## src/rtl/rtc_pkg.sv

```systemverilog
// Shared constants, enums and the BCD increment helper for the RTC SPI responder.
package rtc_pkg;

  localparam logic [3:0] CMD_PREFIX   = 4'hF;
  localparam logic [3:0] CMD_RESET    = 4'h0;
  localparam logic [3:0] CMD_STATUS   = 4'h2;
  localparam logic [3:0] CMD_DATETIME = 4'h4;
  localparam logic [3:0] CMD_TIME     = 4'h6;
  localparam logic [3:0] CMD_ALARM    = 4'h8;

  localparam logic [2:0] LEN_STATUS   = 3'd1;
  localparam logic [2:0] LEN_DATETIME = 3'd7;
  localparam logic [2:0] LEN_TIME     = 3'd3;
  localparam logic [2:0] LEN_ALARM    = 3'd2;

  localparam int NUM_REGS = 10;

  // Datetime and time commands stream consecutive indices starting at their base.
  typedef enum logic [3:0] {
    REG_YEAR, REG_MONTH, REG_DAY, REG_DOW, REG_HOUR, REG_MIN, REG_SEC,
    REG_STATUS, REG_ALM_H, REG_ALM_M
  } reg_idx_e;

  typedef enum logic [2:0] {ST_IDLE, ST_CMD, ST_READ, ST_WRITE, ST_IGNORE} state_e;

  // Returns {wrapped, next}; wraps to 00 once the value reaches max_v.
  function automatic logic [8:0] bcd_inc(input logic [7:0] v, input logic [7:0] max_v);
    logic [8:0] r;
    if (v == max_v)         r = {1'b1, 8'h00};
    else if (v[3:0] == 4'h9) r = {1'b0, v[7:4] + 4'h1, 4'h0};
    else                     r = {1'b0, v[7:4], v[3:0] + 4'h1};
    return r;
  endfunction

endpackage

```

## src/rtl/spi_target_shift.sv

```systemverilog
// SPI mode-0 target front end: input synchronizers, edge detect, bit counter,
// receive shifter with byte-done strobe and transmit shifter reloaded per byte.
module spi_target_shift #(
  parameter int SYNC_STAGES = 2
) (
  input  logic       i_clk,
  input  logic       i_rst,
  input  logic       i_nsel,
  input  logic       i_sck,
  input  logic       i_mosi,
  input  logic [7:0] i_tx_byte,
  output logic       o_busy,
  output logic       o_byte_done,
  output logic [7:0] o_rx_byte,
  output logic       o_miso
);

  logic [SYNC_STAGES-1:0] r_nsel_sync;
  logic [SYNC_STAGES-1:0] r_mosi_sync;
  logic [SYNC_STAGES:0]   r_sck_sync;
  logic [2:0]             r_bit_cnt;
  logic [6:0]             r_rx_shift;
  logic [7:0]             r_tx_shift;
  logic                   r_load_pend;

  logic w_sel, w_sck_rise, w_sck_fall, w_mosi;

  assign w_sel      = ~r_nsel_sync[SYNC_STAGES-1];
  assign w_sck_rise =  r_sck_sync[SYNC_STAGES-1] & ~r_sck_sync[SYNC_STAGES];
  assign w_sck_fall = ~r_sck_sync[SYNC_STAGES-1] &  r_sck_sync[SYNC_STAGES];
  assign w_mosi     =  r_mosi_sync[SYNC_STAGES-1];

  // NOTE: non-blocking assignments let each synchronizer stage take the previous stage's old value.
  always_ff @(posedge i_clk or posedge i_rst) begin
    if (i_rst) begin
      r_nsel_sync <= '1;
      r_mosi_sync <= '0;
      r_sck_sync  <= '0;
    end else begin
      r_nsel_sync <= {r_nsel_sync[SYNC_STAGES-2:0], i_nsel};
      r_mosi_sync <= {r_mosi_sync[SYNC_STAGES-2:0], i_mosi};
      r_sck_sync  <= {r_sck_sync[SYNC_STAGES-1:0], i_sck};
    end
  end

  // Deselect discards any partial byte and parks MISO high.
  always_ff @(posedge i_clk or posedge i_rst) begin
    if (i_rst) begin
      r_bit_cnt   <= '0;
      r_rx_shift  <= '0;
      r_tx_shift  <= '1;
      r_load_pend <= 1'b0;
    end else if (!w_sel) begin
      r_bit_cnt   <= '0;
      r_rx_shift  <= '0;
      r_tx_shift  <= '1;
      r_load_pend <= 1'b0;
    end else if (w_sck_rise) begin
      r_rx_shift <= {r_rx_shift[5:0], w_mosi};
      r_bit_cnt  <= r_bit_cnt + 3'd1;
      if (r_bit_cnt == 3'd7) r_load_pend <= 1'b1;
    end else if (w_sck_fall) begin
      r_load_pend <= 1'b0;
      r_tx_shift  <= r_load_pend ? i_tx_byte : {r_tx_shift[6:0], 1'b1};
    end
  end

  assign o_busy      = w_sel;
  assign o_byte_done = w_sel && w_sck_rise && (r_bit_cnt == 3'd7);
  assign o_rx_byte   = {r_rx_shift, w_mosi};
  assign o_miso      = r_tx_shift[7];

endmodule

```

## src/rtl/rtc_spi_responder.sv

```systemverilog
// RTC stand-in on the SPI link: command FSM, BCD register file and a 1 Hz time
// base whose ticks are deferred while a transaction is open.
module rtc_spi_responder
  import rtc_pkg::*;
#(
  parameter int SYNC_STAGES = 2
) (
  input  logic SClk,
  input  logic Reset,
  input  logic nSel,
  input  logic SPIClk,
  input  logic SPIMosi,
  output logic SPIMiso,
  input  logic SecondTick,
  output logic DayCarry,
  output logic Busy
);

  logic       w_busy, w_byte_done;
  logic [7:0] w_rx_byte, w_tx_byte;

  state_e     r_state, w_next_state;
  logic [3:0] r_cmd;
  logic [2:0] r_idx;
  logic [7:0] r_regs [NUM_REGS];
  logic       r_pending, r_day_carry;

  reg_idx_e   w_base;
  logic [2:0] w_len;
  logic [3:0] w_addr;
  logic       w_in_range, w_cmd_done, w_cmd_valid, w_do_reset, w_commit, w_tick_now;
  logic       w_sec_wrap, w_min_wrap, w_hour_wrap;
  logic [7:0] w_sec_next, w_min_next, w_hour_next, w_dow_next;

  spi_target_shift #(.SYNC_STAGES(SYNC_STAGES)) u_shift (
    .i_clk       (SClk),
    .i_rst       (Reset),
    .i_nsel      (nSel),
    .i_sck       (SPIClk),
    .i_mosi      (SPIMosi),
    .i_tx_byte   (w_tx_byte),
    .o_busy      (w_busy),
    .o_byte_done (w_byte_done),
    .o_rx_byte   (w_rx_byte),
    .o_miso      (SPIMiso)
  );

  assign w_cmd_done  = (r_state == ST_CMD) && w_byte_done;
  assign w_cmd_valid = (w_rx_byte[7:4] == CMD_PREFIX) && (w_rx_byte[3:0] <= 4'h9) &&
                       (w_rx_byte[3:0] != 4'h1);
  assign w_do_reset  = w_cmd_done && w_cmd_valid && (w_rx_byte[3:0] == CMD_RESET);

  always_comb begin
    w_base = REG_STATUS;
    w_len  = '0;
    case (r_cmd[3:1])
      CMD_STATUS[3:1]:   begin w_base = REG_STATUS; w_len = LEN_STATUS;   end
      CMD_DATETIME[3:1]: begin w_base = REG_YEAR;   w_len = LEN_DATETIME; end
      CMD_TIME[3:1]:     begin w_base = REG_HOUR;   w_len = LEN_TIME;     end
      CMD_ALARM[3:1]:    begin w_base = REG_ALM_H;  w_len = LEN_ALARM;    end
      default: ;
    endcase
  end

  assign w_addr     = w_base + {1'b0, r_idx};
  assign w_in_range = r_idx < w_len;
  assign w_tx_byte  = (r_state == ST_READ && w_in_range) ? r_regs[w_addr] : 8'hFF;
  assign w_commit   = (r_state == ST_WRITE) && w_byte_done && w_in_range;
  assign w_tick_now = !w_busy && (SecondTick || r_pending);

  assign {w_sec_wrap, w_sec_next}   = bcd_inc(r_regs[REG_SEC], 8'h59);
  assign {w_min_wrap, w_min_next}   = bcd_inc(r_regs[REG_MIN], 8'h59);
  assign {w_hour_wrap, w_hour_next} = bcd_inc(r_regs[REG_HOUR], 8'h23);
  assign w_dow_next = (r_regs[REG_DOW] == 8'h06) ? 8'h00 : r_regs[REG_DOW] + 8'h01;

  always_ff @(posedge SClk or posedge Reset) begin
    if (Reset) r_state <= ST_IDLE;
    else       r_state <= w_next_state;
  end

  // NOTE: the default comes first so every path assigns w_next_state and no latch is inferred.
  always_comb begin
    w_next_state = r_state;
    if (!w_busy) begin
      w_next_state = ST_IDLE;
    end else begin
      case (r_state)
        ST_IDLE: w_next_state = ST_CMD;
        ST_CMD: if (w_byte_done) begin
          if (!w_cmd_valid || w_rx_byte[3:0] == CMD_RESET) w_next_state = ST_IGNORE;
          else if (w_rx_byte[0])                           w_next_state = ST_READ;
          else                                             w_next_state = ST_WRITE;
        end
        default: ;
      endcase
    end
  end

  always_ff @(posedge SClk or posedge Reset) begin
    if (Reset) begin
      r_cmd     <= '0;
      r_idx     <= '0;
      r_pending <= 1'b0;
    end else begin
      if (w_cmd_done) r_cmd <= w_rx_byte[3:0];
      if (r_state == ST_CMD)                    r_idx <= '0;
      else if (w_byte_done && r_idx != 3'd7)    r_idx <= r_idx + 3'd1;
      if (!w_busy)         r_pending <= 1'b0;
      else if (SecondTick) r_pending <= 1'b1;
    end
  end

  // Commits only happen while busy and ticks only while idle, so the branches never compete.
  // NOTE: the register file is reset explicitly because its power-on contents are visible to the master.
  always_ff @(posedge SClk or posedge Reset) begin
    if (Reset) begin
      for (int i = 0; i < NUM_REGS; i++) r_regs[i] <= 8'h00;
      r_regs[REG_MONTH]  <= 8'h01;
      r_regs[REG_DAY]    <= 8'h01;
      r_regs[REG_STATUS] <= 8'h80;
      r_day_carry        <= 1'b0;
    end else begin
      r_day_carry <= 1'b0;
      if (w_do_reset) begin
        r_regs[REG_YEAR]   <= 8'h00;
        r_regs[REG_MONTH]  <= 8'h01;
        r_regs[REG_DAY]    <= 8'h01;
        r_regs[REG_DOW]    <= 8'h00;
        r_regs[REG_HOUR]   <= 8'h00;
        r_regs[REG_MIN]    <= 8'h00;
        r_regs[REG_SEC]    <= 8'h00;
        r_regs[REG_STATUS] <= 8'h00;
      end else if (w_commit) begin
        r_regs[w_addr] <= (w_addr == 4'(REG_STATUS)) ? {1'b0, w_rx_byte[6:0]} : w_rx_byte;
      end else if (w_tick_now) begin
        r_regs[REG_SEC] <= w_sec_next;
        if (w_sec_wrap) begin
          r_regs[REG_MIN] <= w_min_next;
          if (w_min_wrap) begin
            r_regs[REG_HOUR] <= w_hour_next;
            if (w_hour_wrap) begin
              r_regs[REG_DOW] <= w_dow_next;
              r_day_carry     <= 1'b1;
            end
          end
        end
      end
    end
  end

  assign DayCarry = r_day_carry;
  assign Busy     = w_busy;

endmodule
```

## config.mk

```make
export PLATFORM = sky130hd
export DESIGN_NAME = rtc_spi_responder
export DESIGN_NICKNAME = d
export VERILOG_FILES = /design/src/rtl/rtc_pkg.sv /design/src/rtl/spi_target_shift.sv /design/src/rtl/rtc_spi_responder.sv
export SDC_FILE = /design/constraint.sdc
export NUM_CORES = 1
export LEC_CHECK = 0
export ABC_AREA = 0
export CAP_MARGIN = 0
export CORE_MARGIN = 4
export CORE_UTILIZATION = 53
export CTS_BUF_LIST = sky130_fd_sc_hd__clkbuf_4 sky130_fd_sc_hd__clkbuf_8 sky130_fd_sc_hd__clkbuf_16
export CTS_CLUSTER_DIAMETER = 100
export DETAILED_ROUTE_END_ITERATION = 12
export GPL_TIMING_DRIVEN = 1
export MAX_ROUTING_LAYER = met4
export PLACE_DENSITY = 0.74
export SLEW_MARGIN = 5
export SYNTH_ARGS = -nofsm -noshare
export SYNTH_HDL_FRONTEND = slang
export SYNTH_SLANG_ARGS = --single-unit
```

## constraint.sdc

```tcl
create_clock -name SClk -period 5.7 [get_ports SClk]
set_input_delay 1.71 -clock SClk [delete_from_list [all_inputs] [get_ports SClk]]
set_output_delay 1.71 -clock SClk [all_outputs]
set_load 0.005 [all_outputs]
```

Word-level counts from Yosys, hierarchy flattened
Cells that the tools add are included.
{"block": "classes", "addsub": 10, "magnitude_cmp": 4, "eq_ne": 22, "n_mux": 52, "bitwise_logic": 7, "reduce_logical": 42}
{"operator": "8-bit two-way mux", "count": 14}
{"operator": "80-bit bitwise mux", "count": 1}
{"operator": "24-bit two-way mux", "count": 3}
{"operator": "32-bit two-way mux", "count": 2}
{"operator": "64-bit two-way mux", "count": 1}
{"operator": "8-bit binary-select mux with 4-bit select", "count": 1}
{"operator": "8-bit demux with 4-bit select", "count": 1}
{"operator": "9-bit two-way mux", "count": 3}
{"operator": "4-bit by 1-bit adder with 4-bit output (second input constant)", "count": 6}
{"operator": "3-bit two-way mux", "count": 7}
{"operator": "3-bit nonzero test", "count": 6}
{"operator": "4-bit == test (second input constant)", "count": 4}
{"operator": "8-bit by 7-bit == test with 1-bit output (second input constant)", "count": 2}
{"operator": "16-bit two-way mux", "count": 1}
{"operator": "7-bit two-way mux", "count": 2}
{"operator": "1-bit logical AND", "count": 13}
{"operator": "1-bit two-way mux", "count": 13}
{"operator": "3-bit by 2-bit == test with 1-bit output (second input constant)", "count": 4}
{"operator": "3-bit case mux with 4 select lines", "count": 1}
{"operator": "4-bit case mux with 3 select lines", "count": 1}
{"operator": "2-bit AND reduction", "count": 6}
{"operator": "4-bit nonzero test", "count": 3}
{"operator": "2-bit nonzero test", "count": 5}
{"operator": "8-bit by 1-bit adder with 8-bit output (second input constant)", "count": 1}
{"operator": "other kinds (25)", "count": 36}
{"block": "word_totals", "reg_bits": 118, "input_bits": 6, "out_inout_bits": 3, "word_cells": 162}

Depth between registers and ports, before layout
Gate-level depths: netlist (run 1).
{"block": "logic_depth", "word_depth": 12, "mapped_depth": 11, "depth_no_buf": 10}

Cells and area by module
Synthesis (run 1) repeated with hierarchy kept, for this count alone.
{"block": "unflattened", "hier_cells": 677, "area_unflattened_um2": 6711.4}
{"module": "rtc_spi_responder", "n_inst": 1, "cells_each": 578, "area_each_um2": 5636.7, "seq_area_each_um2": 2280.9}
{"module": "spi_target_shift", "n_inst": 1, "cells_each": 99, "area_each_um2": 1074.8, "seq_area_each_um2": 663.1}

Least setup slack after synthesis (run 1)
No wires, ideal clock.
{"block": "synth_path", "path_kind": "register to register", "from": "register r_cmd[2]", "to": "register r_regs[10] in the netlist's numbering", "setup_time_ns": 0.125, "arrival_time_ns": 3.249, "required_ns": 5.575, "setup_slack_ns": 2.326, "path_stages_with_launch": 10, "path_buffers": 2, "period_less_slack_ns": 3.374, "cell_sequence": "dfrtp_1 -> nor3b_2 -> a21oi_1 -> ha_1 -> fa_1 -> buf_1 -> clkbuf_1 -> nor2_1 -> nand4_1 -> mux2_2"}
{"block": "synth_between", "elab_chain_len": 9, "elab_cells_between_ends": 17, "classes_between": "add/sub: 1; order compare: 3; eq/ne: 4; mux: 5; bitwise: 1; reduce/logical: 3"}
{"element": "start: declaration", "line": "rtc_spi_responder.sv:23", "source": "logic [3:0] r_cmd;"}
{"element": "start signal: assignment", "line": "rtc_spi_responder.sv:105", "source": "if (w_cmd_done) r_cmd <= w_rx_byte[3:0];"}
{"element": "3-bit == test / 3-bit by 2-bit == test with 1-bit output (equally long branches)", "line": "rtc_spi_responder.sv:56", "source": "case (r_cmd[3:1])"}
{"element": "4-bit case mux with 3 select lines", "line": "rtc_spi_responder.sv:56"}
{"element": "4-bit by 3-bit adder with 4-bit output", "line": "rtc_spi_responder.sv:65", "source": "assign w_addr = w_base + {1'b0, r_idx};"}
{"element": "4-bit inverter with 5-bit output", "line": "rtc_spi_responder.sv:134", "source": "r_regs[w_addr] <= (w_addr == 4'(REG_STATUS)) ? {1'b0, w_rx_byte[6:0]} : w_rx_byte;"}
{"element": "5-bit greater-or-equal comparator (not written as such) / 5-bit by 1-bit < comparator with 1-bit output (equally long branches)", "line": "rtc_spi_responder.sv:134"}
{"element": "1-bit logical AND (not written as such)", "line": "rtc_spi_responder.sv:134"}
{"element": "8-bit two-way mux", "line": "rtc_spi_responder.sv:134"}
{"element": "8-bit demux with 4-bit select", "line": "rtc_spi_responder.sv:134"}
{"element": "80-bit bitwise mux", "line": "rtc_spi_responder.sv:134"}
{"element": "end signal: indexed assignment", "line": "rtc_spi_responder.sv:134"}
{"element": "end signal: indexed assignment", "line": "rtc_spi_responder.sv:136", "source": "r_regs[REG_SEC] <= w_sec_next;"}
{"element": "end signal: indexed assignment", "line": "rtc_spi_responder.sv:138", "source": "r_regs[REG_MIN] <= w_min_next;"}
{"element": "end: declaration", "line": "rtc_spi_responder.sv:25", "source": "logic [7:0] r_regs [NUM_REGS];"}
Parallel ways exist; a longest one is shown, timed or not.
A chain may end at the register's enable or synchronous reset.

Worst setup path in the final report (run 1)
{"block": "layout_path", "from": "register r_cmd[2]", "to": "register r_regs[49] in the netlist's numbering"}
{"block": "layout_between", "elab_chain_len": 11, "elab_cells_between_ends": 23, "classes_between": "add/sub: 1; order compare: 3; eq/ne: 4; mux: 7; bitwise: 1; reduce/logical: 7"}
{"element": "3-bit == test / 3-bit by 2-bit == test with 1-bit output (equally long branches)", "line": "rtc_spi_responder.sv:56"}
{"element": "4-bit case mux with 3 select lines", "line": "rtc_spi_responder.sv:56"}
{"element": "4-bit by 3-bit adder with 4-bit output", "line": "rtc_spi_responder.sv:65"}
{"element": "4-bit inverter with 5-bit output", "line": "rtc_spi_responder.sv:134"}
{"element": "5-bit greater-or-equal comparator (not written as such) / 5-bit by 1-bit < comparator with 1-bit output (equally long branches)", "line": "rtc_spi_responder.sv:134"}
{"element": "1-bit logical AND (not written as such)", "line": "rtc_spi_responder.sv:134"}
{"element": "8-bit two-way mux", "line": "rtc_spi_responder.sv:134"}
{"element": "8-bit demux with 4-bit select", "line": "rtc_spi_responder.sv:134"}
{"element": "80-bit bitwise mux", "line": "rtc_spi_responder.sv:134"}
{"element": "32-bit two-way mux", "line": "rtc_spi_responder.sv:133", "source": "end else if (w_commit) begin"}
{"element": "64-bit two-way mux", "line": "rtc_spi_responder.sv:124", "source": "if (w_do_reset) begin"}
Parallel ways exist; a longest one is shown, timed or not.

==> results of run 1 <==
==> worst max-delay path, stage by stage, from the launching register on <==
cell and delay, ns:
dfrtp_1 0.45, nor3b_2 0.48, a21oi_1 0.19, ha_2 0.24, fa_1 0.44, xor2_1 0.68, nor2_1 0.18, a21oi_4 0.53
o21ai_2 0.18, a21boi_2 0.22, mux2_4 0.31
==> sequential cells by signal (all words and copies together) (netlist names) <==
name,flops
r_pending,1
u_shift.r_load_pend,1
DayCarry,1
u_shift.r_sck_sync,3
r_cmd,3
u_shift.r_bit_cnt,3
r_idx,3
u_shift.r_tx_shift,8
r_regs,80
u_shift.r_rx_shift,7
u_shift.r_mosi_sync,2
r_state,3
u_shift.r_nsel_sync,2
==> per-layer routing <==
layer  vias up  wire length, µm
met5         -                0
met4         0              571
met3        48             1330
met2       237             8450
met1      2685             7330
li1       2484                -
==> layout by cell type, fill, tap and decap left out, types with 14 or more instances in the layout <==
cell type / count
a21oi_1: 27
clkbuf_16: 17
dfrtp_1: 104
ha_1: 24
inv_1: 36
mux2_2: 19
mux2i_1: 34
mux4_2: 16
nand2_1: 71
nand3_1: 15
nor2_1: 59
nor3_1: 14
o21ai_0: 42
o2bb2ai_1: 14
==> worst max-delay path by stage <==
stage | startpoint | to | depth (start not counted)
detailed placement | SecondTick | r_regs[48] | 6
global placement | SecondTick | r_regs[49] | 6
floorplan | Reset | DayCarry | 1
CTS | r_cmd[2] | r_regs[49] | 10
global route | r_cmd[2] | r_regs[49] | 10
finish | r_cmd[2] | r_regs[49] | 10
==> cell type report <==
cell class,instances,area [µm²]
Inverter,37,141
Fill cell,1051,5020
Clock buffer,29,559
Clock inverter,2,12.5
Sequential cell,117,2940
Timing Repair Buffer,14,125
Tap cell,172,215
Multi-Input combinational cell,488,3650
==> through the flow <==
step	instance area, µm²	hold slack [ns]	setup slack, ns
2_1_floorplan	6910	0.331	0.911
3_3_place_gp	7080	0.333	1.45
3_5_place_dp	7080	0.339	1.35
4_1_cts	7650	0.351	1.69
5_1_grt	7650	0.368	1.46
6_report	7650	0.348	1.66
==> cell families after synthesis <==
| kind of cell | share of synthesized area, % |
|---|---|
| AO/OA/AOI/OAI | 15.3 |
| XOR/XNOR | 0.996 |
| adder cells (fa/ha/maj) | 4.82 |
| buffers and inverters | 4.51 |
| flip-flops | 42.6 |
| multiplexers | 14.0 |
| AND/OR/NAND/NOR | 17.7 |
==> power by group <==
| part | total [mW] | switching [mW] | internal (mW) |
|---|---|---|---|
| Sequential | 0.919 | 0.0559 | 0.863 |
| Clock | 1.01 | 0.355 | 0.657 |
| Combinational | 0.152 | 0.0821 | 0.0703 |
==> summary.md, run 1 <==
| Metric | Value |
|---|---|
| Met3 global-route usage | `5.71%` |
| Max clock buf depth | `2` |
| Initial DRC count | `508` |
| Min Tclk post-route | `4.04 ns` |
| Fraction of layout cells with a size suffix above 1 | `16.4%` |
| Post-route DRC | `0` |
| GR Layer Usage met1 | `32.9%` |
| Dominant synthesized flop cell | `dfrtp_1` |
| Number of synthesized register bits | `117` |
| Root Driver | `clkbuf_16` |
| Gr usage total | `26.0%` |
| Ports | `9` |
| Largest net degree at the start of global routing | `61` |
| RSZ-0062 raised after global routing | `false` |
| Die area | `14,900 µm²` |
| Placed cells | `828` |
| Congestion Overflow GR | `0` |
| Max_slew headroom | `25.1%` |
| Port buffer count | `8` |
| Hold depth | `0` |
| Worst R2R Path Depth | `10` |
| FF-to-FF End | `r_regs[49]` |
| TritonCTS clock tree | `built` |
| Aggregate routed wire length | `17,700 µm` |
| Top cells by area, synth | `dfrtp_1 (38%), mux4_2 (5.2%), dfstp_2 (4.9%), mux2i_1 (4.9%), ha_1 (4.5%)` |
| Placeable Area | `12,700 µm²` |
| Hold Crit Class | `reg2reg` |
| HPWL Detailed | `11,800 µm` |
| # setup viols final | `0` |
| Die Y | `122 µm` |
| Max Transition Viols Final | `0` |
| Peak supply drop | `202 µV` |
| Post-synth EDFFs | `0` |
| Post-synth top area share | `37.7%` |
| Top cell type by total area after synthesis | `dfrtp_1` |
| Synth cell count leaders | `dfrtp_1 (104), nand2_1 (71), nor2_1 (59), o21ai_0 (42), inv_1 (37)` |
| Layout Nets | `707` |
| Ys Warns | `0` |
| GRT busiest layer | `met2` |
| Run status | `completed` |
| Leak | `3.36 nW` |
| Hold Path Origin | `u_shift.r_mosi_sync[0]` |
| ANT cells | `0` |
| GP Congestion | `0.974` |
| Clock Skews | `0.00844 ns` |
| # rows | `41` |
| Post-synth ARST share | `100%` |
| WL/cell | `20.6 µm` |
| Die width | `122 µm` |
| Crit share post-route | `70.9%` |
| Worst-path fanout max | `16` |
| Post-CTS setup buffer count | `0` |
| Post-Layout Cell Count | `859` |
| Slew @ Worst Pin | `1.12 ns` |
| Final Power | `2.08 mW` |
| Clock latency on the worst-skew pair | `0.42 ns` |
| Reg-to-reg critical path startpoint | `r_cmd[2]` |
| Clock buffers created by TritonCTS | `17` |
| Reg clk slew, reported paths | `0.05 ns` |
| Pre-Repair DR Iteration Count | `5` |
| Vias/cell | `6.35` |
| Met2 GRT Util | `40.2%` |
| Netlist Area Pre-Place | `6910 µm²` |
| Register area share after synthesis | `42.6%` |
| Synthesized instance count | `681` |
| Vias in the first global route | `5,506` |
| Fmax | `0.248 GHz` |
| Crit. End Element | `flop` |
| Required time worst endpoint | `6.00 ns` |
| Synthesized net count | `713` |
| DR vias | `5,454` |
| Max H-tree Level | `4` |
| CP arrival | `4.34 ns` |
| Worst Setup Start Kind | `flop` |
| Initial antenna violation count | `0` |
| Max_cap viols | `0` |
| Fin util | `60.4%` |
| Most frequent cell after synthesis | `dfrtp_1` |
| End of the worst hold path | `u_shift.r_mosi_sync[1]` |
| First-pass GRT wire length | `28,600 µm` |
| Mean Syn Cell Area | `10.1 µm²` |
| CP Class | `reg2reg` |
| Final-report hold violation count | `0` |
| CTS resizes | `0` |
| Yosys cell types | `76` |
| R2R Setup Slk | `1.66 ns` |
| # hold bufs at CTS | `0` |
| Antenna viol nets, final | `0` |
| Post-route setup TNS | `0 ns` |
| Initial Util | `54.5%` |
| Pwr/cell area | `272 nW/µm²` |
| Layout area overhead | `10.8%` |
| Clk sinks | `117` |
Note: power is estimated with default switching activity, not from simulation.
==> run 2, diff against run 1 <==
- clock period: 5.7 -> 4 ns (I/O delays scaled with it)
==> summary.md, run 2 (same netlist as run 1, synthesis figures left out) <==
| Metric | Value |
|---|---|
| GP Congestion | `0.873 (-10%)` |
| Max H-tree Level | `4 (unchanged)` |
| Die Y | `122 µm (unchanged)` |
| # hold bufs at CTS | `0 (unchanged)` |
| Reg clk slew, reported paths | `0.06 ns (about the same)` |
| Slew @ Worst Pin | `0.948 ns (-0.176 ns)` |
| Clock power share | `50.4% (+1.8 points)` |
| Port buffer count | `8 (unchanged)` |
| Max_cap viols | `0 (unchanged)` |
| Reg-to-reg critical path startpoint | `r_cmd[2]` |
| Initial Util | `54.5% (unchanged)` |
| Max Transition Viols Final | `0 (unchanged)` |
| Met2 Wirelength | `7980 µm (-5.5%)` |
| Crit. End Element | `flop` |
| Initial antenna violation count | `0 (unchanged)` |
| Commonest cells after routing, fill and taps aside | `dfrtp_1 (104), nand2_1 (71), nor2_1 (59)` |
| Root Driver | `clkbuf_16` |
| Setup WS post-layout | `0.554 ns (-1.11 ns)` |
| First-pass GRT wire length | `27,500 µm (-4.0%)` |
| DR vias | `5,399 (-1.0%)` |
| Clock latency on the worst-skew pair | `0.42 ns (about the same)` |
| End of the worst hold path | `u_shift.r_mosi_sync[1]` |
| Max_slew headroom | `36.7% (+12 points)` |
| Placed cells | `837 (+1.1%)` |
| Most common cell after layout, fill and taps aside | `dfrtp_1` |
| Worst Setup Start Kind | `flop` |
| Final-report hold violation count | `0 (unchanged)` |
| Post-route setup TNS | `0 ns (unchanged)` |
| Die width | `122 µm (unchanged)` |
| Post-route DRC | `0 (unchanged)` |
| Pre-CTS setup slack | `0.512 ns (-0.833 ns)` |
| Peak supply drop | `303 µV (+50%)` |
| Vias in the first global route | `5,380 (-2.3%)` |
| Worst R2R Path Depth | `11 (+1)` |
| R2R Setup Slk | `0.55 ns (-1.11 ns)` |
| Internal | `2.38 mW (+50%)` |
| Placeable Area | `12,700 µm² (unchanged)` |
| Hold depth | `0 (unchanged)` |
| TritonCTS clock tree | `built` |
| Initial DRC count | `623 (+23%)` |
| Max clock buf depth | `2 (unchanged)` |
| WL/cell | `19.5 µm (-5.4%)` |
| # rows | `41 (unchanged)` |
| Design Area, Final | `7770 µm² (+1.6%)` |
| Post-CTS setup buffer count | `0 (unchanged)` |
| WHS | `0.348 ns (-0.0000100 ns)` |
| Required time worst endpoint | `4.31 ns (-1.69 ns)` |
| Fin util | `61.4% (+0.96 points)` |
| Sequential power share | `42.4% (-1.7 points)` |
| FF-to-FF End | `r_regs[48]` |
| Clk sinks | `117 (unchanged)` |
| # setup viols final | `0 (unchanged)` |
| Die area | `14,900 µm² (unchanged)` |
| Sw power | `0.703 mW (+42%)` |
| Run status | `completed` |
| Gr usage total | `25.0% (-1.0 points)` |
| Congestion Overflow GR | `0 (unchanged)` |
| Clock buffers created by TritonCTS | `17 (unchanged)` |
| Vias/cell | `6.21 (-2.1%)` |
| Min Tclk post-route | `3.45 ns (-0.593 ns)` |
| Crit share post-route | `86.1% (+15 points)` |
| Hold Path Origin | `u_shift.r_mosi_sync[0]` |
| HPWL Detailed | `11,600 µm (-1.9%)` |
| Layout Nets | `716 (+1.3%)` |
| Placed Area | `7160 µm² (+1.1%)` |
| Ports | `9 (unchanged)` |
| Fraction of layout cells with a size suffix above 1 | `17.6% (+1.2 points)` |
| Worst-path fanout max | `16 (unchanged)` |
| Top reg by flops | `r_regs` |
| CTS resizes | `0 (unchanged)` |
| Pre-Repair DR Iteration Count | `6 (+1)` |
| Fill cells | `1,047 (-0.38%)` |
| Sw Ratio | `22.8% (-0.87 points)` |
| CP arrival | `3.75 ns (-0.59 ns)` |
| RSZ-0062 raised after global routing | `false` |
| Antenna viol nets, final | `0 (unchanged)` |
| ANT cells | `0 (unchanged)` |
| Metal-1 WL | `7070 µm (-3.6%)` |
| Top Layer Used | `met4` |
| Pwr/cell area | `396 nW/µm² (+46%)` |
| Largest net degree at the start of global routing | `65 (+6.6%)` |
| Met3 WL | `1300 µm (-2.9%)` |
| Combinational Power Share | `7.2% (about the same)` |
| Clock Skews | `0.00948 ns (+0.00104 ns)` |
| Final Power | `3.08 mW (+48%)` |
| Fmax | `0.290 GHz (+17%)` |
| Layout area overhead | `12.5%` |
| Aggregate routed wire length | `16,900 µm (-4.3%)` |
| Max FFs per register | `80 (unchanged)` |
| Post-Layout Cell Count | `869 (+1.2%)` |
| Leak | `3.43 nW (+2.0%)` |
| Leading registers by flop count | `r_regs x80, u_shift.r_tx_shift x8, u_shift.r_rx_shift x7` |
| Hold Crit Class | `reg2reg` |
| CP Class | `reg2reg` |
-- run 2: cell types whose count changed in the layout (fill, tap and decap cells not counted), sizes merged --
cell    delta
inv        -1
buf        +9
bufinv     +2
-- run 2: routing by layer --
layer	vias to the layer above	GRT usage (%)
met2	209	37.5
met3	44	5.90
met1	2650	31.9
li1	2496	-
met4	0	12.5
met5	-	-
-- run 2: worst max-delay path, cell delays in order, from the launching register on --
cell and delay (ns):
dfrtp_1 0.46, nor3b_2 0.21, a21oi_1 0.12, ha_2 0.24, fa_1 0.44, xor2_1 0.18, buf_4 0.18, a211oi_1 0.41
a21oi_4 0.18, o21ai_2 0.29, a21boi_2 0.29, mux2_4 0.32
-- run 2: how the worst max path moves through the flow --
stage,depth (start not counted),end,slack (ns),startpoint
global route,7,r_regs[16],0.27,r_cmd[2]
finish,11,r_regs[48],0.55,r_cmd[2]
CTS,11,r_regs[48],0.58,r_cmd[2]
floorplan,9,r_regs[10],0.63,r_cmd[2]
global placement,6,r_regs[49],0.57,SecondTick
detailed placement,6,r_regs[48],0.51,SecondTick
-- run 2: layout make-up --
class	instances	area [µm²]	area share (%)
clock buffer	29	547	7.03
clock inverter	3	65.1	0.837
inverter	37	143	1.83
multi-input combinational	488	3650	47.0
sequential	117	2940	37.9
tap	172	215	2.77
timing repair buffer	23	205	2.64
-- run 2: power by group through the flow --
stage               sequential, mW  combinational (mW)  clock (mW)
detailed placement            1.32               0.219           0
CTS                           1.30               0.222        1.58
global placement              1.32               0.210           0
finish                        1.31               0.222        1.55
global route                  1.31               0.248        1.65
floorplan                     1.29               0.179           0
==> run 3, diff against run 2 <==
- CTS_CLUSTER_DIAMETER: 100 -> default
==> results of run 3 <==
The final DEF is identical to that of run 2; final timing and power are the same.
